==> config.mk <==
export PLATFORM = sky130hd
export DESIGN_NAME = axis_lane_arbiter
export DESIGN_NICKNAME = d
export VERILOG_FILES = /design/src/rtl/swhw_pkg.sv /design/src/rtl/axis_lane_arbiter_rr_pick.sv /design/src/rtl/axis_lane_arbiter.sv
export SDC_FILE = /design/constraint.sdc
export NUM_CORES = 1
export LEC_CHECK = 0
export ABC_CLOCK_PERIOD_IN_PS = 1650
export CORE_ASPECT_RATIO = 0.9
export CORE_UTILIZATION = 29
export CTS_BUF_LIST = sky130_fd_sc_hd__clkbuf_4
export CTS_CLUSTER_SIZE = 8
export DETAILED_ROUTE_END_ITERATION = 10
export PLACE_DENSITY = 0.82
export SLEW_MARGIN = 25
export SYNTH_ARGS = -nofsm -noshare
export SYNTH_HDL_FRONTEND = slang
export SYNTH_SLANG_ARGS = --single-unit
==> constraint.sdc <==
create_clock -name aclk -period 1.65 [get_ports aclk]
set_input_delay 0.2475 -clock aclk [delete_from_list [all_inputs] [get_ports aclk]]
set_output_delay 0.2475 -clock aclk [all_outputs]
set_load 0.1 [all_outputs]
==> src/rtl/swhw_pkg.sv <==
// Shared types and constants for the session/stream hardware blocks:
// message-type encoding, lane indices and AXI-Stream widths.
package swhw_pkg;

  typedef enum logic [7:0] {
    SWHW_MSG_TYPE_NONE                 = 8'd0,
    SWHW_MSG_TYPE_SESSION_REGISTRATION = 8'd1,
    SWHW_MSG_TYPE_VENUE_BOUND_WRAPPED  = 8'd2
  } swhw_msg_type_enum_t;

  localparam int LANE_0 = 0;
  localparam int LANE_1 = 1;
  localparam int LANE_2 = 2;
  localparam int LANE_3 = 3;
  localparam int LANE_4 = 4;
  localparam int LANE_5 = 5;
  localparam int LANE_6 = 6;
  localparam int LANE_7 = 7;

  localparam int DATA_W = 32;
  localparam int KEEP_W = 4;

endpackage

==> src/rtl/axis_lane_arbiter_rr_pick.sv <==
// Combinational round-robin first-one search. Priority requests, when any are
// present, are searched instead of the plain request vector.
module rr_pick #(
  parameter int N     = 2,
  parameter int IDX_W = 1
) (
  input  logic [N-1:0]     req_i,
  input  logic [N-1:0]     prio_i,
  input  logic [IDX_W-1:0] start_i,
  output logic [IDX_W-1:0] idx_o,
  output logic             found_o
);

  logic [N-1:0] eff;
  logic [N-1:0] rot;
  int           offs;

  always_comb begin
    eff     = ((req_i & prio_i) != '0) ? (req_i & prio_i) : req_i;
    // rot[0] is the lane at start_i, rot[1] the next one up, and so on
    rot     = N'({eff, eff} >> start_i);
    found_o = 1'b0;
    offs    = 0;
    for (int i = N - 1; i >= 0; i--) begin
      if (rot[i]) begin
        found_o = 1'b1;
        offs    = i;
      end
    end
    idx_o = IDX_W'((int'(start_i) + offs) % N);
  end

endmodule

==> src/rtl/axis_lane_arbiter.sv <==
// Frame-atomic N:1 AXI-Stream lane arbiter, round-robin between frames.
// Define ARB_PRIORITY_EN to let session-registration first beats jump the queue.
module axis_lane_arbiter
  import swhw_pkg::*;
#(
  parameter int NUM_LANES = 2,
  parameter int CNT_W     = 16
) (
  input  logic                         aclk,
  input  logic                         aresetn,
  input  logic                         s_axis_tvalid [NUM_LANES],
  input  logic [DATA_W-1:0]            s_axis_tdata  [NUM_LANES],
  input  logic [KEEP_W-1:0]            s_axis_tkeep  [NUM_LANES],
  input  logic                         s_axis_tlast  [NUM_LANES],
  output logic                         s_axis_tready [NUM_LANES],
  output logic                         m_axis_tvalid,
  output logic [DATA_W-1:0]            m_axis_tdata,
  output logic [KEEP_W-1:0]            m_axis_tkeep,
  output logic                         m_axis_tlast,
  input  logic                         m_axis_tready,
  output logic [$clog2(NUM_LANES)-1:0] grant_lane,
  output logic                         busy,
  output logic [CNT_W-1:0]             frame_count
);

  // state | meaning
  // ARB   | no frame owns the output; all readies low, choosing the next lane
  // PASS  | granted lane streams straight through until its tlast is accepted
  typedef enum logic {ARB, PASS} state_e;

  localparam int IDX_W = $clog2(NUM_LANES);

  state_e               state_q, state_d;
  logic [IDX_W-1:0]     grant_q, grant_d;
  logic [IDX_W-1:0]     rr_ptr_q, rr_ptr_d;
  logic [CNT_W-1:0]     count_q, count_d;
  logic [NUM_LANES-1:0] req, prio;
  logic [IDX_W-1:0]     pick_idx;
  logic                 pick_found;

  for (genvar g = 0; g < NUM_LANES; g++) begin : g_lane
    assign req[g] = s_axis_tvalid[g];
`ifdef ARB_PRIORITY_EN
    // first-beat data is stable while valid is held, so peeking it here is safe
    assign prio[g] = (s_axis_tdata[g][7:0] == 8'(SWHW_MSG_TYPE_SESSION_REGISTRATION));
`else
    assign prio[g] = 1'b0;
`endif
  end

  rr_pick #(
    .N     (NUM_LANES),
    .IDX_W (IDX_W)
  ) u_rr_pick (
    .req_i   (req),
    .prio_i  (prio),
    .start_i (rr_ptr_q),
    .idx_o   (pick_idx),
    .found_o (pick_found)
  );

  always_comb begin
    state_d       = state_q;
    grant_d       = grant_q;
    rr_ptr_d      = rr_ptr_q;
    count_d       = count_q;
    busy          = 1'b0;
    m_axis_tvalid = 1'b0;
    m_axis_tdata  = s_axis_tdata[grant_q];
    m_axis_tkeep  = s_axis_tkeep[grant_q];
    m_axis_tlast  = s_axis_tlast[grant_q];
    for (int i = 0; i < NUM_LANES; i++) s_axis_tready[i] = 1'b0;

    case (state_q)
      ARB: begin
        if (pick_found) begin
          grant_d = pick_idx;
          state_d = PASS;
        end
      end
      PASS: begin
        busy                   = 1'b1;
        m_axis_tvalid          = s_axis_tvalid[grant_q];
        s_axis_tready[grant_q] = m_axis_tready;
        if (s_axis_tvalid[grant_q] && m_axis_tready && s_axis_tlast[grant_q]) begin
          state_d  = ARB;
          rr_ptr_d = (grant_q == IDX_W'(NUM_LANES - 1)) ? '0 : grant_q + 1'b1;
          count_d  = count_q + 1'b1;
        end
      end
      default: state_d = ARB;
    endcase
  end

  always_ff @(posedge aclk or negedge aresetn) begin
    if (!aresetn) begin
      state_q  <= ARB;
      grant_q  <= '0;
      rr_ptr_q <= '0;
      count_q  <= '0;
    end else begin
      state_q  <= state_d;
      grant_q  <= grant_d;
      rr_ptr_q <= rr_ptr_d;
      count_q  <= count_d;
    end
  end

  assign grant_lane  = grant_q;
  assign frame_count = count_q;

endmodule

==> summary.md <==
| Metric | Value |
|---|---|
| Vias per cell | 4.83 |
| Drt drc | 0 |
| Top delay family on crit path | flip-flops |
| Wire per inst | 19.3 um |
| Post-synth EDFFs | 0 |
| Final setup vio count | 48 |
| Count leader, synth | mux2_2 |
| Initial Util | 0.312 |
| Buf/Inv on CP | 2 |
| CP startpoint kind | flip-flop |
| Leakage | 1.60 nW |
| Setup TNS | -5.26 ns |
| Total die area | 4770 sq um |
| Crit path cell chain | buf_4, mux2_4, buf_12 |
| Worst endpoint required time | 1.40 ns |
| Fin crit share | 1.09 |
| Dpl cells | 316 |
| Slowest-stage cell, CP | dfrtp_4 |
| Synth Instances | 116 |
| Final non-filler cell total | 323 |
| Core area | 4180 sq um |
| Num CTS Buffers | 3 |
| CTS tree | yes |
| Syn_area_per_cell | 11.3 sq um |
| Port-buffer cells | 136 |
| Slew margin rel. | 0.825 |
| H-Tree Depth | 1 |
| Clock-pin transition on the worst setup and hold timing paths | 0.11 ns |
| Synth cell types | 22 |
| Rows | 22 |
| Hold Violations, Final | 0 |
| VDD IR-drop max | 1.72 mV |
| Crit path max fanout | 8 |
| Clk sinks | 19 |
| Failing checks | setup timing |
| Synth Register Bits | 19 |
| Share of the synthesized area in the top cell type | 0.364 |
| Power Dens Cells | 1940 nW/um^2 |
| Share of synthesized flip-flops with an asynchronous set or reset | 1.00 |
| Total GRT Usage | 0.256 |
| P&R area growth vs syn | 179% |
| Antenna Cells | 0 |
| YS warnings | 0 |
| Global-route wire length before repair | 8920 um |
| GRT overflow | 0 |
| Max stage delay on crit path | 0.54 ns |
| Critical path arrival | 1.55 ns |
| Max-cap viol count | 0 |
| Unrepaired setup endpoints after global routing | yes |
| Cell taking the most area after synthesis | dfrtp_1 |
| Outcome | finished with violations |
| Worst min-delay path class | primary input to async pin |
| Clock Path Buffers | 2 |
| Top cells by count, synth | 37 x mux2_2, 19 x dfrtp_1, 14 x xnor2_1, 11 x nand4_1, 6 x and3_1 |
| Root buffer cell | clkbuf_4 |
| Synth Flop Type | dfrtp_1 |
| Pins over their slew limit | 0 |
| Worst Tran Pin Value | 0.258 ns |
| Fillers | 199 |
| Max Freq | 0.557 GHz |
| Largest net degree at the start of global routing | 24 |
| Top cells by area, synth | dfrtp_1 36%, mux2_2 32%, xnor2_1 9.4%, nand4_1 5.3%, and3_1 2.9% |
| DP HPWL | 5310 um |
| CP Class | flip-flop to output port |
| DR vias | 1,560 |
| Share of synthesized area occupied by flip-flops and latches | 0.364 |
| Crit path time final | 1.80 ns |
| Antenna Violating Nets Remaining | 0 |
| Initial antenna violation count | 0 |
| Vias in the first global route | 1,539 |
| Mapped Area | 1310 sq um |
| Layout cells sized above 1 | 0.506 |
| Die height | 65.6 um |
| GPL Wtd Cong | 0.781 |
| I/O pins | 137 |
| Final Net Count | 344 |
| Syn_nets | 196 |
| Clock skew | 0.00561 ns |
| Die width | 72.7 um |
| Final setup margin | -0.145 ns |
| Clk_lat worst skew | 0.30 ns |
| Drt first pass iters | 5 |
| Iteration-0 DRC Markers | 40 |
| Total detailed-routing wirelength | 6230 um |
| Setup crit end kind | output port |
-- routing by layer --
metal,global-route usage,wire (um),vias up
li1,-,-,724
met5,0,0,-
met1,0.272,2170,745
met3,0.0537,415,12
met2,0.489,3460,79
met4,0.0956,180,0
-- final timing paths --
path | endpoint | startpoint | slack [ns] | cells past startpoint
max | m_axis_tdata[17] | grant_lane$_DFFE_PN0P_ | -0.15 | 3
min | state_q$_DFF_PN0_ | aresetn | 0.27 | 2
max reg2reg | frame_count[1]$_DFFE_PN0P_ | grant_lane$_DFFE_PN0P_ | -0.09 | 5
min reg2reg | frame_count[10]$_DFFE_PN0P_ | frame_count[10]$_DFFE_PN0P_ | 0.52 | 1
max in group asynchronous | grant_lane$_DFFE_PN0P_ | aresetn | 1.16 | 2
min in group aclk | frame_count[10]$_DFFE_PN0P_ | frame_count[10]$_DFFE_PN0P_ | 0.52 | 1
-- final cells by class --
cell class	instances	area (sq um)	share of cell area
flip-flops and latches	19	497	0.137
clock inverters	1	5.00	0.00138
repair buffers	149	2070	0.569
clock buffers	3	22.5	0.00619
multi-input cells	89	962	0.265
well taps	60	75.1	0.0206
inverters	2	7.51	0.00206
-- placed cells by master (no fill, tap or decap) --
| cell type | instances |
|---|---|
| nor2_1 | 1 |
| xor2_1 | 1 |
| mux2i_2 | 1 |
| mux2_2 | 1 |
| nor3_1 | 1 |
| nor3_4 | 1 |
| ha_1 | 1 |
| buf_6 | 1 |
| nand3_1 | 1 |
| a21oi_1 | 1 |
| a31oi_1 | 1 |
| nand4_1 | 11 |
| and3_4 | 1 |
| dfrtp_2 | 11 |
| mux2_4 | 36 |
| inv_1 | 1 |
| mux2i_4 | 1 |
| dfrtp_1 | 6 |
| clkbuf_4 | 3 |
| and4_1 | 2 |
| and3_1 | 5 |
| nand2_1 | 4 |
| clkdlybuf4s50_1 | 78 |
| o32a_1 | 1 |
| buf_4 | 10 |
| nor2_4 | 2 |
| buf_12 | 60 |
| nand2_2 | 1 |
| clkinv_2 | 1 |
| xnor2_1 | 14 |
| inv_2 | 1 |
| dfrtp_4 | 2 |
| and2_1 | 1 |
-- repair_timing --
| item | in CTS | in global routing |
|---|---|---|
| pin swaps | 5 | 4 |
| setup buffers | 1 | 2 |
| endpoints found under the setup margin | 39 | 54 |
| hold buffers | 0 | 0 |
| gates resized for setup | 3 | 1 |
-- cells by family (layout without fill, tap and decap cells) --
group / after synthesis / in the layout / share of synthesized area
mux: 39 / 39 / 0.335
simple gates: 31 / 31 / 0.143
flops: 19 / 19 / 0.364
xor+xnor: 15 / 15 / 0.101
buf+inv: 8 / 155 / 0.0316
compound gates: 3 / 3 / 0.0163
fa+ha+maj: 1 / 1 / 0.00959
-- power by group --
part	leakage, nW	internal [mW]	total (mW)	switching, mW
logic	1.35	2.39	6.10	3.71
clock network	0.0177	0.0903	0.235	0.144
registers	0.231	0.569	0.731	0.163
-- per-stage QoR --
step / setup WS (ns) / power [mW] / instance area, sq um / util / hold slack, ns
floorplan: -0.217 / 4.65 / 1530 / - / -0.0481
global placement: -0.0226 / 6.68 / 3570 / 0.854 / 0.490
detailed placement: -0.166 / 6.79 / 3570 / 0.854 / 0.494
CTS: -0.142 / 7.07 / 3620 / 0.865 / 0.277
global route: -0.182 / 7.23 / 3640 / 0.869 / 0.291
finish: -0.145 / 7.06 / 3640 / 0.869 / 0.269
-- flip-flops by register name, summed over array words and instances, names as in the netlist --
register	count
frame_count	16
grant_lane	1
state_q	1
rr_ptr_q	1
(Power assumes the default switching activity.)
